<file path="config.mk">
export PLATFORM = sky130hd
export DESIGN_NAME = delay_line_writer_flat
export DESIGN_NICKNAME = d
export VERILOG_FILES = /design/src/rtl/dl_pkg.sv /design/src/rtl/delay_line_writer_if.sv /design/src/rtl/dl_chan_shifter.sv /design/src/rtl/delay_line_writer.sv /design/src/flat_wrapper.sv
export SDC_FILE = /design/constraint.sdc
export NUM_CORES = 1
export LEC_CHECK = 0
export ABC_AREA = 1
export CAP_MARGIN = 20
export CORE_ASPECT_RATIO = 1.2
export CORE_UTILIZATION = 45
export DETAILED_ROUTE_END_ITERATION = 8
export PLACE_DENSITY = 0.71
export SYNTH_ARGS = -nofsm -noshare
export SYNTH_HDL_FRONTEND = slang
export SYNTH_SLANG_ARGS = --single-unit
</file>
<file path="constraint.sdc">
create_clock -name clk -period 1.6 [get_ports clk]
set_input_delay 0.32 -clock clk [delete_from_list [all_inputs] [get_ports clk]]
set_output_delay 0.32 -clock clk [all_outputs]
set_load 0.01 [all_outputs]
</file>
<file path="src/rtl/dl_pkg.sv">
// Shared definitions for the delay line write end: slot and channel-state
// encodings plus the default word length.
package dl_pkg;

  localparam int DL_WORD_BITS = 28;
  localparam int DL_NUM_CH    = 4;

  // Interleaved channel slots within one bit time.
  typedef enum logic [1:0] {
    SLOT_W = 2'd0,
    SLOT_X = 2'd1,
    SLOT_Y = 2'd2,
    SLOT_Z = 2'd3
  } slot_e;

  // Per-channel write progress.
  typedef enum logic [1:0] {
    CH_IDLE  = 2'd0,
    CH_PEND  = 2'd1,
    CH_SHIFT = 2'd2
  } ch_state_e;

endpackage

</file>
<file path="src/rtl/delay_line_writer_if.sv">
// Valid/ready write request channel into the delay line writer.
interface delay_line_writer_if
  import dl_pkg::*;
#(
  parameter int DATA_W = DL_WORD_BITS
) ();

  logic              wr_valid;
  logic [1:0]        wr_ch;
  logic [DATA_W-1:0] wr_data;
  logic              wr_ready;

  modport master (output wr_valid, output wr_ch, output wr_data, input wr_ready);
  modport slave  (input wr_valid, input wr_ch, input wr_data, output wr_ready);

endinterface

</file>
<file path="src/rtl/dl_chan_shifter.sv">
// One channel of the delay line writer: holds the loaded word, waits for the
// channel's bit-0 slot, then offers one bit per owned slot, LSB first.
module dl_chan_shifter
  import dl_pkg::*;
#(
  parameter int WORD_BITS = DL_WORD_BITS,
  parameter int DATA_W    = WORD_BITS
) (
  input  logic              clk,
  input  logic              rst,
  input  logic              i_slot_en,
  input  logic              i_slot_hit,
  input  logic              i_bit_first,
  input  logic              i_bit_last,
  input  logic              i_load,
  input  logic [DATA_W-1:0] i_load_data,
  output logic              o_drive,
  output logic              o_bit,
  output logic              o_idle,
  output logic              o_busy,
  output logic              o_done
);

  ch_state_e         r_state;
  logic [DATA_W-1:0] r_shift;
  logic              r_done;
  logic              w_step;

  // The channel owns this slot's gate either while shifting or on the very
  // slot where a pending word starts at bit 0.
  assign o_drive = i_slot_hit &&
                   ((r_state == CH_SHIFT) || ((r_state == CH_PEND) && i_bit_first));
  assign o_bit   = r_shift[0];
  assign o_idle  = (r_state == CH_IDLE);
  assign o_busy  = (r_state != CH_IDLE);
  assign o_done  = r_done;
  assign w_step  = i_slot_en && o_drive;

  // Channel FSM, shift register and the one-cycle completion pulse.
  always_ff @(posedge clk) begin
    if (rst) begin
      // NOTE: the shift register is cleared along with the FSM so an aborted
      // word leaves no stale bits behind for the next load.
      r_state <= CH_IDLE;
      r_shift <= '0;
      r_done  <= 1'b0;
    end else begin
      r_done <= 1'b0;
      case (r_state)
        CH_IDLE: begin
          if (i_load) begin
            r_state <= CH_PEND;
            r_shift <= i_load_data;
          end
        end
        CH_PEND: begin
          if (w_step) begin
            r_state <= CH_SHIFT;
            r_shift <= r_shift >> 1;
          end
        end
        CH_SHIFT: begin
          if (w_step) begin
            r_shift <= r_shift >> 1;
            if (i_bit_last) begin
              r_state <= CH_IDLE;
              r_done  <= 1'b1;
            end
          end
        end
        default: r_state <= CH_IDLE;
      endcase
    end
  end

endmodule

</file>
<file path="src/rtl/delay_line_writer.sv">
// Write end of a serial recirculating delay line. Four interleaved channel
// slots per bit time; each slot's gate bit is either the recirculated sense
// bit or a bit of a word injected through the valid/ready request channel.
module delay_line_writer
  import dl_pkg::*;
#(
  parameter int WORD_BITS = DL_WORD_BITS,
  parameter int NUM_CH    = DL_NUM_CH,
  parameter int DATA_W    = WORD_BITS
) (
  input  logic                clk,
  input  logic                rst,
  input  logic                slot_en,
  input  logic                sense_in,
  delay_line_writer_if.slave  wr_if,
  output logic                gate_out,
  output logic [1:0]          slot,
  output logic [4:0]          bit_idx,
  output logic                word_start,
  output logic [NUM_CH-1:0]   ch_busy,
  output logic [NUM_CH-1:0]   wr_done
);

  logic [1:0]        r_slot;
  logic [4:0]        r_bit_idx;
  logic              r_gate;
  logic              w_bit_first;
  logic              w_bit_last;
  logic              w_accept;
  logic [NUM_CH-1:0] w_idle;
  logic [NUM_CH-1:0] w_drive;
  logic [NUM_CH-1:0] w_shift_bit;

  assign w_bit_first    = (r_bit_idx == 5'd0);
  assign w_bit_last     = (r_bit_idx == 5'(WORD_BITS - 1));
  assign wr_if.wr_ready = w_idle[wr_if.wr_ch] && !rst;
  assign w_accept       = wr_if.wr_valid && wr_if.wr_ready;

  assign gate_out   = r_gate;
  assign slot       = r_slot;
  assign bit_idx    = r_bit_idx;
  assign word_start = (r_slot == SLOT_W) && w_bit_first;

  for (genvar g = 0; g < NUM_CH; g++) begin : g_ch
    dl_chan_shifter #(
      .WORD_BITS (WORD_BITS),
      .DATA_W    (DATA_W)
    ) u_chan (
      .clk         (clk),
      .rst         (rst),
      .i_slot_en   (slot_en),
      .i_slot_hit  (r_slot == 2'(g)),
      .i_bit_first (w_bit_first),
      .i_bit_last  (w_bit_last),
      .i_load      (w_accept && (wr_if.wr_ch == 2'(g))),
      .i_load_data (wr_if.wr_data),
      .o_drive     (w_drive[g]),
      .o_bit       (w_shift_bit[g]),
      .o_idle      (w_idle[g]),
      .o_busy      (ch_busy[g]),
      .o_done      (wr_done[g])
    );
  end

  // Slot and bit-time counters; bit_idx advances when the slot wraps.
  always_ff @(posedge clk) begin
    // NOTE: non-blocking assignments here so every register samples the
    // pre-edge counter values, independent of block ordering.
    if (rst) begin
      r_slot    <= SLOT_W;
      r_bit_idx <= '0;
    end else if (slot_en) begin
      if (r_slot == 2'(NUM_CH - 1)) begin
        r_slot    <= SLOT_W;
        r_bit_idx <= w_bit_last ? 5'd0 : r_bit_idx + 5'd1;
      end else begin
        r_slot <= r_slot + 2'd1;
      end
    end
  end

  // Gate mux: the owning channel's shift bit, otherwise recirculate.
  always_ff @(posedge clk) begin
    if (rst) begin
      r_gate <= 1'b0;
    end else if (slot_en) begin
      r_gate <= w_drive[r_slot] ? w_shift_bit[r_slot] : sense_in;
    end
  end

endmodule
</file>
<file path="src/flat_wrapper.sv">
// flat-port wrapper written by rule: the top's interface ports become plain ports
module delay_line_writer_flat import dl_pkg::*;
#(
  parameter int WORD_BITS = DL_WORD_BITS,
  parameter int NUM_CH    = DL_NUM_CH,
  parameter int DATA_W    = WORD_BITS
)
  (clk, rst, slot_en, sense_in, gate_out, slot, bit_idx, word_start, ch_busy, wr_done, wr_if_wr_valid, wr_if_wr_ch, wr_if_wr_data, wr_if_wr_ready);
  delay_line_writer_if #(.DATA_W(DATA_W)) wr_if_i ();
  input  logic clk;
  input  logic rst;
  input  logic slot_en;
  input  logic sense_in;
  output logic gate_out;
  output logic [1:0] slot;
  output logic [4:0] bit_idx;
  output logic word_start;
  output logic [NUM_CH-1:0] ch_busy;
  output logic [NUM_CH-1:0] wr_done;
  input wire logic [$bits(wr_if_i.wr_valid)-1:0] wr_if_wr_valid;
  input wire logic [$bits(wr_if_i.wr_ch)-1:0] wr_if_wr_ch;
  input wire logic [$bits(wr_if_i.wr_data)-1:0] wr_if_wr_data;
  output wire logic [$bits(wr_if_i.wr_ready)-1:0] wr_if_wr_ready;
  assign wr_if_i.wr_valid = wr_if_wr_valid;
  assign wr_if_i.wr_ch = wr_if_wr_ch;
  assign wr_if_i.wr_data = wr_if_wr_data;
  assign wr_if_wr_ready = wr_if_i.wr_ready;
  delay_line_writer #(.WORD_BITS(WORD_BITS), .NUM_CH(NUM_CH), .DATA_W(DATA_W)) u_core (.clk(clk), .rst(rst), .slot_en(slot_en), .sense_in(sense_in), .wr_if(wr_if_i), .gate_out(gate_out), .slot(slot), .bit_idx(bit_idx), .word_start(word_start), .ch_busy(ch_busy), .wr_done(wr_done));
endmodule
</file>
==> metrics.yaml <==
status:
  status: "complete, but fails checks"
  violations: "setup timing"
setup_path:
  cp_cell_sequence: "inv_2 -> ha_4 -> inv_2 -> nand2_2 -> nand2_4 -> nor2_4 -> nand3_4 -> o21ai_4 -> buf_6 -> buf_12 -> nand3_1 -> a21oi_1"
  max_stage_delay_ns: 0.33
  crit-reg2reg-launch: "u_core.g_ch[0].u_chan.r_state[0]"
  r2r-end: "u_core.g_ch[3].u_chan.r_shift[17]"
  endpoint_kind: "flop"
  crit_buf_inv: 4
  slowest_stage: "dfxtp_2"
  worst-path-stages: 12
  crit_path_start_kind: "flop"
  crit_top_cell: "inv_2"
  cp-endpoint: "u_core.g_ch[3].u_chan.r_shift[17]"
  worstSetupPathType: "reg2reg"
  crit_arrival_ns: 2.22
  critPathTopFamily: "simple AND/OR/NAND/NOR gates"
  path_max_fanout: 14
  r2r_setup_slack_ns: -0.28
  required_ns: 1.94
  crit_start: "u_core.g_ch[0].u_chan.r_state[0]"
  ff2ff_path_depth: 12
timing:
  fmax_mhz: 533.3
  max_slew_margin_pct: 33.32
  fin_hold_ws_ns: 0.4599
  hold_viol_final: 0
  period_share_pct: 117.2
  fin_skew_ns: 0.006275
  maxSlewViolCount: 0
  layout_setup_ws_ns: -0.2752
  finalSetupViolCount: 123
  period_minus_slack_ns: 1.875
  worstMarginPinSlew_ns: 1.000
  grt_setup_unrepaired: "true"
global_route:
  overflow: 0
  met3_usage_pct: 3.828
  grt_use_met2_pct: 45.35
  grt_max_degree: 87
  antenna_found_initial: 0
  grt.total_usage_pct: 25.86
  top_usage_layer: "met2"
  use_met1_pct: 30.77
  grt_pass1_vias: 6548
  grt_pass1_wl_um: 31960
synth:
  syn_inst: 1025
  synth-seq-cells: 132
  syn_area_per_cell_sq_um: 6.738
  yosys_warnings: 0
  syn_nets: 1083
  ys.flop_type: "dfxtp_1"
  yosysUniqueCellTypes: 30
  netlist_area_sq_um: 6907
  synth_edf_count: 0
  async_reset_ff_share_pct: 0
  ys_seq_area_share_pct: 38.26
floorplanning:
  dieHeight_um: 137.7
  coreArea_sq_um: 15020
  io_pins: 53
  rows: 49
  start_util_pct: 45.98
  die_area_sq_um: 15850
  die_w_um: 115.1
placed_design:
  place_hpwl_um: 11650
  postPlaceCellArea_sq_um: 8293
  dp.cells: 1293
  portBuffers: 52
  routabilityCongestion: 0.8704
clock_network:
  cts_num_sinks: 132
  cts_tree: "done"
  path_clk_slew_ns: 0.06
  clk_path_buf_depth: 2
  cts_inserted_buffers: 17
  clock_tree.root_cell: "clkbuf_16"
  ctsHoldBuffers: 0
  h-tree-depth: 4
  clock_latency_ns: 0.43
hold_path:
  min_from: "u_core.g_ch[1].u_chan.r_shift[9]"
  holdCritPathClass: "reg2reg"
layout:
  nets: 1199
  diodes: 0
  drive_gt1_share_pct: 27.90
  final_util_pct: 66.47
  fin_area_sq_um: 9985
  multi_input_area_sq_um: 4227
  area_growth_pct: 44.57
  instances_no_fill: 1358
  seqCellArea_sq_um: 2664
  fill_cells: 1196
detailed_routing:
  drc: 0
  vias_per_cell: 5.447
  firstDrtPassIters: 8
  ant_nets: 0
  wl_per_cell_um: 15.92
  wl_um: 21620
  first_iter_violations: 592
  dr_total_vias: 7397
power_and_ir_drop:
  clkPwrFrac_pct: 23.4
  p_switching_w: 0.007537
  swShare_pct: 39.94
  powerDensity_nw_per_um2: 1890
  seq_power_share_pct: 25.2
  finalPower_w: 0.01887
  p_int_w: 0.01133
  combPwrFrac_pct: 51.4
  p_leak_nw: 4.018
  irDropWorstVdd_v: 0.0009975
run:
  maxCapViolCount: 0
==> registers in the layout, indices dropped and copies added (netlist names) <==
| register | count |
|---|---|
| u_core.bit_idx | 5 |
| u_core.g_ch.u_chan.o_done | 4 |
| u_core.g_ch.u_chan.r_shift | 112 |
| u_core.g_ch.u_chan.r_state | 8 |
| u_core.gate_out | 1 |
| u_core.slot | 2 |
==> what timing repair did <==
item	CTS	global route
endpoints found under the setup margin	135	137
cloned	5	8
gates resized for setup	106	105
buffers inserted	9	13
pin swaps	28	36
==> synthesized netlist by cell type, types with 10 or more instances <==
cell type / n / area share, %
nand2_1: 268 / 15
dfxtp_1: 132 / 38
o21ai_0: 112 / 8.1
a21oi_1: 96 / 7.0
nor2_1: 85 / 4.6
inv_1: 84 / 4.6
nand3_1: 74 / 5.4
clkbuf_1: 38 / 2.1
nand4_1: 30 / 2.7
ha_1: 23 / 4.2
buf_2: 15 / 1.1
buf_4: 15 / 1.6
o21a_1: 12 / 1.3
nor3_1: 10 / 0.72
==> worst min-delay path, delay by kind of cell (launching register included) <==
family / cells / cell delay (ns)
AO/OA/AOI/OAI: 1 / 0.05
AND/OR/NAND/NOR: 1 / 0.06
flip-flops: 1 / 0.31
==> placed cells by master (no fill, tap or decap), drive strengths merged, types with 6 or more instances in the layout <==
cell type	synthesis	final
clkdlybuf4s50	0	35
ha	23	23
inv	86	86
clkbuf	38	25
nor2	86	86
dlygate4sd2	0	8
nand4	30	30
nand2	272	275
buf	39	120
nand3	76	76
o21ai	115	115
o21a	12	12
nor3	10	10
clkinv	0	6
dfxtp	132	132
a21oi	98	98
==> power groups by stage <==
stage	Sequential [W]	Clock, W	Combinational [W]
detailed placement	0.00470	0	0.00716
global route	0.00484	0.00458	0.0104
floorplan	0.00462	0	0.00504
global placement	0.00468	0	0.00707
CTS	0.00467	0.00444	0.00802
finish	0.00475	0.00442	0.00970
==> routing by layer <==
metal / up-vias / wire length (um)
li1: 3579 / -
met1: 3425 / 8457
met2: 314 / 10810
met3: 79 / 1365
met4: 0 / 982
met5: - / 0
==> area by class of cell <==
type | count | area share, %
Clock buffer | 19 | 4.649
Clock inverter | 13 | 2.030
Inverter | 86 | 3.358
Multi-Input combinational cell | 733 | 42.33
Sequential cell | 132 | 26.68
Tap cell | 204 | 2.556
Timing Repair Buffer | 171 | 18.40
==> logic make-up (layout without fill, tap and decap cells) <==
logic type,count (synthesis),count (layout),synth area share (%)
AND/OR/NAND/NOR,478,481,29.24
AO/OA/AOI/OAI,229,229,17.74
buffers and inverters,163,289,10.60
adder cells (fa/ha/maj),23,23,4.167
flip-flops,132,132,38.26
==> through the flow <==
step                      worst slack (ns)  setup TNS, ns
after floorplan                   -0.07648         -3.427
after CTS                          -0.2034         -18.74
final                              -0.2752         -27.66
after global routing               -0.3726         -39.08
after global placement             -0.6157         -60.86
after detailed placement           -0.6576         -64.96
==> worst min-delay path by stage <==
stage / slack, ns / cells past startpoint / end
final: 0.46 / 2 / u_core.g_ch[1].u_chan.r_shift[9]
after global routing: 0.47 / 2 / u_core.g_ch[1].u_chan.r_shift[17]
after CTS: 0.46 / 2 / u_core.g_ch[0].u_chan.r_shift[8]
after detailed placement: 0.45 / 2 / u_core.g_ch[1].u_chan.r_shift[11]
after global placement: 0.45 / 2 / u_core.g_ch[1].u_chan.r_shift[22]
after floorplan: 0.43 / 2 / u_core.g_ch[1].u_chan.r_shift[11]
Power figures use the tool's default switching activity.
